--- config.mk ---
export PLATFORM = sky130hd
export DESIGN_NAME = axi_lite_adder_master_flat
export DESIGN_NICKNAME = d
export VERILOG_FILES = /design/src/rtl/axi_lite_pkg.sv /design/src/rtl/axi_lite_adder_master_if.sv /design/src/rtl/axi_lite_wr_channel.sv /design/src/rtl/axi_lite_adder_master.sv /design/src/flat_wrapper.sv
export SDC_FILE = /design/constraint.sdc
export NUM_CORES = 1
export LEC_CHECK = 0
export ABC_AREA = 1
export CAP_MARGIN = 20
export CORE_ASPECT_RATIO = 0.75
export CORE_MARGIN = 3
export CORE_UTILIZATION = 31
export CTS_CLUSTER_SIZE = 30
export DETAILED_ROUTE_END_ITERATION = 7
export PLACE_DENSITY_LB_ADDON = 0.25
export SLEW_MARGIN = 5
export SYNTH_ARGS = -nofsm -noshare
export SYNTH_HDL_FRONTEND = slang
export SYNTH_SLANG_ARGS = --single-unit
--- constraint.sdc ---
create_clock -name clk -period 1.3 [get_ports clk]
set_input_delay 0.13 -clock clk [delete_from_list [all_inputs] [get_ports clk]]
set_output_delay 0.13 -clock clk [all_outputs]
set_load 0.01 [all_outputs]
--- src/rtl/axi_lite_pkg.sv ---
// Shared definitions for the AXI4-Lite adder initiator: response codes,
// controller states and default register offsets of the adder slave.
package axi_lite_pkg;

    localparam logic [1:0] RESP_OKAY   = 2'b00;
    localparam logic [1:0] RESP_EXOKAY = 2'b01;
    localparam logic [1:0] RESP_SLVERR = 2'b10;
    localparam logic [1:0] RESP_DECERR = 2'b11;

    typedef enum logic [2:0] {
        ST_IDLE,
        ST_WR_A,
        ST_WR_B,
        ST_RD,
        ST_RSP
    } state_t;

    localparam int unsigned DEF_OFF_A   = 'h0;
    localparam int unsigned DEF_OFF_B   = 'h4;
    localparam int unsigned DEF_OFF_RES = 'h8;

    function automatic logic resp_err(input logic [1:0] resp);
        return resp != RESP_OKAY;
    endfunction

endpackage

--- src/rtl/axi_lite_adder_master_if.sv ---
// AXI4-Lite bus between the adder initiator (master) and the adder peripheral (slave).
interface axi_lite_adder_master_if #(
    parameter int unsigned ADDR_W = 32
);
    logic [ADDR_W-1:0] m_awaddr;
    logic              m_awvalid;
    logic              m_awready;
    logic [31:0]       m_wdata;
    logic [3:0]        m_wstrb;
    logic              m_wvalid;
    logic              m_wready;
    logic [1:0]        m_bresp;
    logic              m_bvalid;
    logic              m_bready;
    logic [ADDR_W-1:0] m_araddr;
    logic              m_arvalid;
    logic              m_arready;
    logic [31:0]       m_rdata;
    logic [1:0]        m_rresp;
    logic              m_rvalid;
    logic              m_rready;

    modport master (
        output m_awaddr, m_awvalid, m_wdata, m_wstrb, m_wvalid, m_bready,
               m_araddr, m_arvalid, m_rready,
        input  m_awready, m_wready, m_bresp, m_bvalid, m_arready,
               m_rdata, m_rresp, m_rvalid
    );

    modport slave (
        input  m_awaddr, m_awvalid, m_wdata, m_wstrb, m_wvalid, m_bready,
               m_araddr, m_arvalid, m_rready,
        output m_awready, m_wready, m_bresp, m_bvalid, m_arready,
               m_rdata, m_rresp, m_rvalid
    );
endinterface

--- src/rtl/axi_lite_wr_channel.sv ---
// One AXI4-Lite single-byte write: AW and W issued together, B accepted while busy.
// A start pulse on the same edge as done chains straight into the next write.
module axi_lite_wr_channel
    import axi_lite_pkg::*;
#(
    parameter int unsigned ADDR_W = 32
) (
    input  logic              clk,
    input  logic              reset_n,
    input  logic              start,
    input  logic [ADDR_W-1:0] addr,
    input  logic [7:0]        data,
    output logic [ADDR_W-1:0] awaddr,
    output logic              awvalid,
    input  logic              awready,
    output logic [31:0]       wdata,
    output logic [3:0]        wstrb,
    output logic              wvalid,
    input  logic              wready,
    input  logic [1:0]        bresp,
    input  logic              bvalid,
    output logic              bready,
    output logic              done,
    output logic              err
);
    logic busy;
    logic b_seen;
    logic err_q;
    logic b_hs;

    assign wstrb  = 4'b0001;
    assign bready = busy;
    assign b_hs   = bvalid & busy;

    // Each leg counts as complete if it finished earlier or handshakes this cycle.
    assign done = busy & (~awvalid | awready) & (~wvalid | wready) & (b_seen | b_hs);
    assign err  = err_q | (b_hs & resp_err(bresp));

    always_ff @(posedge clk) begin
        if (!reset_n) begin
            busy    <= 1'b0;
            awvalid <= 1'b0;
            wvalid  <= 1'b0;
            b_seen  <= 1'b0;
            err_q   <= 1'b0;
            awaddr  <= '0;
            wdata   <= '0;
        end else if (start) begin
            busy    <= 1'b1;
            awvalid <= 1'b1;
            wvalid  <= 1'b1;
            b_seen  <= 1'b0;
            err_q   <= 1'b0;
            awaddr  <= addr;
            wdata   <= {24'h0, data};
        end else if (busy) begin
            if (awready) awvalid <= 1'b0;
            if (wready)  wvalid  <= 1'b0;
            if (b_hs) begin
                b_seen <= 1'b1;
                err_q  <= err;
            end
            if (done) busy <= 1'b0;
        end
    end

endmodule

--- src/rtl/axi_lite_adder_master.sv ---
// AXI4-Lite initiator for the adder peripheral: writes operands A and B,
// reads back the result register, and returns result plus error flag.
module axi_lite_adder_master
    import axi_lite_pkg::*;
#(
    parameter int unsigned       ADDR_W    = 32,
    parameter logic [ADDR_W-1:0] BASE_ADDR = '0,
    parameter logic [ADDR_W-1:0] OFF_A     = ADDR_W'(DEF_OFF_A),
    parameter logic [ADDR_W-1:0] OFF_B     = ADDR_W'(DEF_OFF_B),
    parameter logic [ADDR_W-1:0] OFF_RES   = ADDR_W'(DEF_OFF_RES)
) (
    input  logic       clk,
    input  logic       reset_n,
    input  logic       cmd_valid,
    output logic       cmd_ready,
    input  logic [7:0] cmd_a,
    input  logic [7:0] cmd_b,
    output logic       rsp_valid,
    input  logic       rsp_ready,
    output logic [7:0] rsp_result,
    output logic       rsp_error,
    axi_lite_adder_master_if.master m
);
    state_t            state, state_nx;
    logic [7:0]        op_b;
    logic              err_acc;
    logic              wr_start, wr_done, wr_err;
    logic [ADDR_W-1:0] wr_addr;
    logic [7:0]        wr_data;
    logic              arvalid;
    logic [ADDR_W-1:0] araddr;
    logic              r_hs;

    assign cmd_ready   = (state == ST_IDLE);
    assign rsp_valid   = (state == ST_RSP);
    assign m.m_rready  = (state == ST_RD);
    assign m.m_arvalid = arvalid;
    assign m.m_araddr  = araddr;
    assign r_hs        = m.m_rvalid & (state == ST_RD);

    axi_lite_wr_channel #(.ADDR_W(ADDR_W)) u_wr (
        .clk     (clk),
        .reset_n (reset_n),
        .start   (wr_start),
        .addr    (wr_addr),
        .data    (wr_data),
        .awaddr  (m.m_awaddr),
        .awvalid (m.m_awvalid),
        .awready (m.m_awready),
        .wdata   (m.m_wdata),
        .wstrb   (m.m_wstrb),
        .wvalid  (m.m_wvalid),
        .wready  (m.m_wready),
        .bresp   (m.m_bresp),
        .bvalid  (m.m_bvalid),
        .bready  (m.m_bready),
        .done    (wr_done),
        .err     (wr_err)
    );

    // Operand A goes straight from the command port into the write channel;
    // the B write is launched on the same edge that completes the A write.
    always_comb begin
        state_nx = state;
        wr_start = 1'b0;
        wr_addr  = BASE_ADDR + OFF_A;
        wr_data  = cmd_a;
        unique case (state)
            ST_IDLE: if (cmd_valid) begin
                wr_start = 1'b1;
                state_nx = ST_WR_A;
            end
            ST_WR_A: begin
                wr_addr = BASE_ADDR + OFF_B;
                wr_data = op_b;
                if (wr_done) begin
                    wr_start = 1'b1;
                    state_nx = ST_WR_B;
                end
            end
            ST_WR_B: if (wr_done) state_nx = ST_RD;
            ST_RD:   if (r_hs) state_nx = ST_RSP;
            ST_RSP:  if (rsp_ready) state_nx = ST_IDLE;
            default: state_nx = ST_IDLE;
        endcase
    end

    always_ff @(posedge clk) begin
        if (!reset_n) begin
            state      <= ST_IDLE;
            op_b       <= '0;
            err_acc    <= 1'b0;
            arvalid    <= 1'b0;
            araddr     <= '0;
            rsp_result <= '0;
            rsp_error  <= 1'b0;
        end else begin
            state <= state_nx;
            if (state == ST_IDLE && cmd_valid) begin
                op_b    <= cmd_b;
                err_acc <= 1'b0;
            end
            if (wr_done) err_acc <= err_acc | wr_err;
            if (state == ST_WR_B && wr_done) begin
                arvalid <= 1'b1;
                araddr  <= BASE_ADDR + OFF_RES;
            end else if (m.m_arready) begin
                arvalid <= 1'b0;
            end
            if (r_hs) begin
                rsp_result <= m.m_rdata[7:0];
                rsp_error  <= err_acc | resp_err(m.m_rresp);
            end
        end
    end

endmodule
--- src/flat_wrapper.sv ---
// flat-port wrapper written by rule: the top's interface ports become plain ports
module axi_lite_adder_master_flat import axi_lite_pkg::*;
#(
    parameter int unsigned       ADDR_W    = 32,
    parameter logic [ADDR_W-1:0] BASE_ADDR = '0,
    parameter logic [ADDR_W-1:0] OFF_A     = ADDR_W'(DEF_OFF_A),
    parameter logic [ADDR_W-1:0] OFF_B     = ADDR_W'(DEF_OFF_B),
    parameter logic [ADDR_W-1:0] OFF_RES   = ADDR_W'(DEF_OFF_RES)
)
  (clk, reset_n, cmd_valid, cmd_ready, cmd_a, cmd_b, rsp_valid, rsp_ready, rsp_result, rsp_error, m_m_awaddr, m_m_awvalid, m_m_wdata, m_m_wstrb, m_m_wvalid, m_m_bready, m_m_araddr, m_m_arvalid, m_m_rready, m_m_awready, m_m_wready, m_m_bresp, m_m_bvalid, m_m_arready, m_m_rdata, m_m_rresp, m_m_rvalid);
  axi_lite_adder_master_if #(.ADDR_W(ADDR_W)) m_i ();
  input  logic clk;
  input  logic reset_n;
  input  logic cmd_valid;
  output logic cmd_ready;
  input  logic [7:0] cmd_a;
  input  logic [7:0] cmd_b;
  output logic rsp_valid;
  input  logic rsp_ready;
  output logic [7:0] rsp_result;
  output logic rsp_error;
  output wire logic [$bits(m_i.m_awaddr)-1:0] m_m_awaddr;
  output wire logic [$bits(m_i.m_awvalid)-1:0] m_m_awvalid;
  output wire logic [$bits(m_i.m_wdata)-1:0] m_m_wdata;
  output wire logic [$bits(m_i.m_wstrb)-1:0] m_m_wstrb;
  output wire logic [$bits(m_i.m_wvalid)-1:0] m_m_wvalid;
  output wire logic [$bits(m_i.m_bready)-1:0] m_m_bready;
  output wire logic [$bits(m_i.m_araddr)-1:0] m_m_araddr;
  output wire logic [$bits(m_i.m_arvalid)-1:0] m_m_arvalid;
  output wire logic [$bits(m_i.m_rready)-1:0] m_m_rready;
  input wire logic [$bits(m_i.m_awready)-1:0] m_m_awready;
  input wire logic [$bits(m_i.m_wready)-1:0] m_m_wready;
  input wire logic [$bits(m_i.m_bresp)-1:0] m_m_bresp;
  input wire logic [$bits(m_i.m_bvalid)-1:0] m_m_bvalid;
  input wire logic [$bits(m_i.m_arready)-1:0] m_m_arready;
  input wire logic [$bits(m_i.m_rdata)-1:0] m_m_rdata;
  input wire logic [$bits(m_i.m_rresp)-1:0] m_m_rresp;
  input wire logic [$bits(m_i.m_rvalid)-1:0] m_m_rvalid;
  assign m_m_awaddr = m_i.m_awaddr;
  assign m_m_awvalid = m_i.m_awvalid;
  assign m_m_wdata = m_i.m_wdata;
  assign m_m_wstrb = m_i.m_wstrb;
  assign m_m_wvalid = m_i.m_wvalid;
  assign m_m_bready = m_i.m_bready;
  assign m_m_araddr = m_i.m_araddr;
  assign m_m_arvalid = m_i.m_arvalid;
  assign m_m_rready = m_i.m_rready;
  assign m_i.m_awready = m_m_awready;
  assign m_i.m_wready = m_m_wready;
  assign m_i.m_bresp = m_m_bresp;
  assign m_i.m_bvalid = m_m_bvalid;
  assign m_i.m_arready = m_m_arready;
  assign m_i.m_rdata = m_m_rdata;
  assign m_i.m_rresp = m_m_rresp;
  assign m_i.m_rvalid = m_m_rvalid;
  axi_lite_adder_master #(.ADDR_W(ADDR_W), .BASE_ADDR(BASE_ADDR), .OFF_A(OFF_A), .OFF_B(OFF_B), .OFF_RES(OFF_RES)) u_core (.clk(clk), .reset_n(reset_n), .cmd_valid(cmd_valid), .cmd_ready(cmd_ready), .cmd_a(cmd_a), .cmd_b(cmd_b), .rsp_valid(rsp_valid), .rsp_ready(rsp_ready), .rsp_result(rsp_result), .rsp_error(rsp_error), .m(m_i));
endmodule
## Word level (Yosys, flattened, before mapping)

Cells that the tools add are included.

| word-level totals | value |
|---|---|
| flip-flop bits (word level) | 68 |
| input port bits | 61 |
| output and inout port bits | 116 |

| cells by class | value |
|---|---|
| eq/ne operators | 9 |
| muxes and demuxes | 24 |
| bitwise gates (word level) | 15 |
| reduce and logical (&&, ||, !) cells | 15 |

Operators by type and width:

| cell | count |
|---|---|
| two-way mux 3 bit | 6 |
| two-way mux 1 bit | 15 |
| one-hot mux 3 bit (5 select lines) | 1 |
| nonzero test 2 bit | 7 |
| two-way mux 8 bit | 1 |
| != test 2 x 1 -> 1 bit, second input constant | 4 |
| bitwise AND 1 bit | 6 |
| == test 3 x 2 -> 1 bit, second input constant | 2 |
| bitwise OR 1 bit | 6 |
| AND reduction 2 bit | 3 |
| AND reduction 5 bit | 1 |
| == test 3 x 1 -> 1 bit, second input constant | 1 |
| == test 3 bit, second input constant | 1 |
| logical NOT 3 bit | 1 |
| inverter 1 bit | 3 |
| logical AND 1 bit | 2 |
| != test 2 bit, second input constant | 1 |
| one-hot mux 1 bit (2 select lines) | 1 |
| OR reduction 2 bit | 1 |

## Depth between registers and ports, before layout

| depth | value |
|---|---|
| depth in word-level cells | 9 |
| mapped depth | 9 |
| gate-level depth less buffers | 8 |

## By module

From an unflattened synthesis, not the netlist that was laid out.

| unflattened totals | value |
|---|---|
| cells, all modules | 408 |
| area total of the unflattened synthesis | 3183.1 µm² |

By module, submodules not included:

| module | instances | cells an instance | area each (µm²) |
|---|---|---|---|
| axi_lite_wr_channel | 1 | 232 | 1831.8 |
| axi_lite_adder_master | 1 | 176 | 1351.3 |

## Least setup slack after synthesis

Ideal clock, no wire load.

| timing | value |
|---|---|
| kind | reg2reg |
| from | register u_core.state[1] |
| to | register u_core.op_b[7] |
| arrival time | 1.160 ns |
| data required time | 1.181 ns |
| setup slack | 0.020 ns |
| stages on the path, launching flop included | 7 |
| clock period less this slack | 1.280 ns |
| path through | dfxtp_1 buf_4 nor3_4 nand2_4 buf_6 o21ai_0 a21oi_1 |

| on the way | value |
|---|---|
| cells in the longest elaborated chain, start to end | 2 |

RTL lines:

| element | line | source |
|---|---|---|
| start: declaration | axi_lite_adder_master.sv:24 | `state_t state, state_nx;` |
| start signal: assignment | axi_lite_adder_master.sv:98 | `state <= state_nx;` |
| logical NOT 3 bit | -- |  |
| via cmd_ready | flat_wrapper.sv:15 | `output logic cmd_ready;` |
| logical AND 1 bit | axi_lite_adder_master.sv:99 | `if (state == ST_IDLE && cmd_valid) begin` |
| end signal: assignment | axi_lite_adder_master.sv:100 | `op_b <= cmd_b;` |
| end: declaration | axi_lite_adder_master.sv:25 | `logic [7:0] op_b;` |

The timed path passes the listed nets, and every way through them passes these cells.
A chain may end at the register's enable or synchronous reset.

## Final worst setup path

| timing | value |
|---|---|
| from | register u_core.state[1] |
| to | register u_core.u_wr.wdata[5] |

| on the way | value |
|---|---|
| cells in the longest elaborated chain, start to end | 2 |
| elaborated cells on any way between the ends | 4 |
| those cells by class | eq/ne (1); mux (2); reduce/logical (1) |

RTL lines:

| element | line | source |
|---|---|---|
| == test 3 x 1 -> 1 bit or logical NOT 3 bit (tied branches) | axi_lite_adder_master.sv:68 | `unique case (state)` |
| one-hot mux 1 bit (2 select lines) or two-way mux 8 bit (tied branches) | axi_lite_adder_master.sv:68 |  |
| end signal: assignment | axi_lite_wr_channel.sv:55 | `wdata <= {24'h0, data};` |
| end: declaration | axi_lite_wr_channel.sv:16 | `output logic [31:0] wdata,` |

Parallel ways exist; a longest one is shown, timed or not.

==> flow_summary_export.csv <==
group,metric,value,unit
run_status,outcome,"finished, violations left",
run_status,violations,"setup timing",
timing,hold_violations,0,
detailed_routing,wl_per_cell,10.4,um
floorplanning,start_util,0.322,
critical_path,worstPathRequired,1.48,ns
logic_synthesis,synth_cells,326,
detailed_routing,drc,0,
grt,overflow,0,
timing,rsz0062_at_grt,"yes",
detailed_routing,dr.pass1.iters,4,
grt,antenna_found_initial,0,
clock_tree,cts_tree,"yes",
detailed_routing,avgViaCountPerCell,3.77,
clock_tree,clk_pin_slew,0.07,ns
place,place_congestion,0.732,
place,io_buffer_count,62,
critical_path,path_cells,"buf_6 > nor2_4 > nand2_4 > inv_2 > nand3_2 > buf_12 > a21oi_1 > nor2_1",
timing,finalCriticalPeriod,1.30,ns
grt,grt_first_pass_wirelength,8050,um
final_layout,final_net_count,471,
clock_tree,clock-root-buffer,"clkbuf_8",
final_layout,final_common_cell,"conb_1",
floorplanning,rows,27,
pwr,p_per_area,1430,mW/mm^2
clock_tree,numCtsBuffers,5,
critical_path,cp-start-kind,"flop",
critical_path,critPathKind,"reg2reg",
logic_synthesis,netlist_area,0.00239,mm^2
place,dp_hpwl,3980,um
critical_path,worstPathMaxFanout,20,
clock_tree,h-tree-depth,2,
detailed_routing,routed-wl-met2,2550,um
detailed_routing,wl,5310,um
critical_path,cp.arrival,1.49,ns
detailed_routing,wl_met1,2390,um
job,cap_violations,0,
logic_synthesis,synth_warnings,0,
final_layout,fin_cells,512,
critical_path,cp-end-kind,"flop",
detailed_routing,drt_iter0_drc,48,
timing,relSlewSlack,0.613,
floorplanning,die_h,82.1,um
floorplanning,io_pins,177,
final_layout,drive_gt1_frac,0.168,
final_layout,final_cell_mix,"conb_1, nand2_1, clkdlybuf4s50_1",
final_layout,num_antenna_cells,0,
floorplanning,die-area,0.00882,mm^2
logic_synthesis,synth-seq-cells,37,
timing,final-setup-viol-count,1,
timing,fmax,767,MHz
timing,finClkSkew,0.00359,ns
grt,grt_pass1_vias,1676,
logic_synthesis,yosysUniqueCellTypes,24,
timing,timing.final.crit_share,1.00,
critical_path,max_stage_delay,0.37,ns
floorplanning,die_x,107,um
clock_tree,clk_path_buf_depth,2,
timing,worst_pin_slew,0.580,ns
grt,groute.usage.overall,0.115,
clock_tree,cts.sinks,37,
detailed_routing,top_layer,"met4",
critical_path,crit_buf_inv,3,
timing,slew_violations,0,
place,place_inst,502,
timing,fin_ws,-0.00367,ns
detailed_routing,dr_wl_met3,340,um
pwr,ir_drop,0.591,mV
logic_synthesis,syn_avg_cell_area,7.34,um^2
final_layout,syn_to_final_growth,30.8,%
logic_synthesis,yosysSeqAreaShare,0.309,
pwr,p_total,4.47,mW
min_path,hp-class,"in2reg",
critical_path,critPathSlowestCell,"dfxtp_4",
grt,grt_max_degree,23,
clock_tree,worst_skew_pair.late_latency,0.28,ns
floorplanning,core-area,0.00743,mm^2
pwr,leakagePower,1.68,nW
critical_path,cp_top_family,"flip-flops",
detailed_routing,vias,1929,
detailed_routing,drtAntennaViolNets,0,
-- tightest hold or removal path, stage by stage --
cell and delay [ns]:
clkdlybuf4s50_1 0.40, nand3_1 0.08, a21oi_1 0.06
-- cells by family after synthesis --
group / Yosys count / synth area share
buffers and inverters: 134 / 0.370
other: 2 / 0.00314
and+or+nand+nor: 103 / 0.208
AOI/OAI and AO/OA: 50 / 0.110
DFF: 37 / 0.309
-- where the power goes --
part           switching, mW  total (mW)  internal, mW
registers              0.136        1.52          1.39
logic                   1.14        2.18          1.04
clock network          0.392       0.773         0.381
-- through the flow --
step	utilization	instance area [um^2]	setup TNS (ns)	hold WS, ns	setup slack, ns
2_1_floorplan	-	2720	0	0.272	0.0202
3_3_place_gp	0.396	2950	-3.85	0.435	-0.166
3_5_place_dp	0.396	2950	-4.65	0.438	-0.200
4_1_cts	0.409	3040	-0.0416	0.422	-0.0149
5_1_grt	0.421	3130	-1.07	0.435	-0.0750
6_report	0.421	3130	-0.00367	0.427	-0.00367
-- sequential cells by signal, summed over array words and instances, names as in the netlist --
register,flops
u_core.m.m_arvalid,1
u_core.state,3
u_core.u_wr.awvalid,1
u_core.op_b,8
u_core.err_acc,1
u_core.m.m_araddr,1
u_core.u_wr.err_q,1
u_core.u_wr.wvalid,1
u_core.rsp_error,1
u_core.u_wr.wdata,8
u_core.u_wr.bready,1
u_core.u_wr.awaddr,1
u_core.rsp_result,8
u_core.u_wr.b_seen,1
-- routing by layer --
layer | GRT usage | vias up
li1 | - | 1010
met1 | 0.155 | 847
met2 | 0.184 | 67
met3 | 0.0303 | 5
met4 | 0.0265 | 0
met5 | 0 | -
-- cell usage after synthesis, drive strengths merged --
library cell	instances	area [um^2]
clkbuf	3	11.3
nor2	23	96.4
conb	2	7.51
inv	32	120
buf	99	753
o21ai	18	97.6
a21oi	30	150
a21boi	2	15.0
nand2	52	218
nor3	4	41.3
dfxtp	37	741
nand3	22	130
nand4	2	12.5
-- cell type report --
class | instances | area [um^2]
Clock buffer | 8 | 80.1
Timing Repair Buffer | 91 | 907
Sequential cell | 37 | 751
Fill cell | 784 | 4300
Multi-Input combinational cell | 243 | 1150
Inverter | 32 | 120
Tap cell | 101 | 126
-- path summary, 6_finish.rpt --
path                                          start                                end  cells past startpoint  slack [ns]
hold / removal                         m_m_rdata[5]  u_core.rsp_result[5]$_SDFFE_PN0P_                      3        0.43
setup / recovery       u_core.state[1]$_SDFFE_PN0P_  u_core.u_wr.wdata[5]$_SDFFE_PN0P_                      8      -0.004
setup reg to reg       u_core.state[1]$_SDFFE_PN0P_  u_core.u_wr.wdata[5]$_SDFFE_PN0P_                      8      -0.004
hold reg to reg   u_core.m.m_araddr[3]$_SDFFE_PN0P_  u_core.m.m_araddr[3]$_SDFFE_PN0P_                      2        0.44
-- what timing repair did --
action                     4_1_cts  5_1_grt
hold buffers                     0        0
cloned                           1        1
resized for setup               33       28
hold endpoints to repair         0        0
buffers inserted                 0        1
setup endpoints to repair       51       41
pin swaps                        2        2
(Power assumes the default switching activity.)
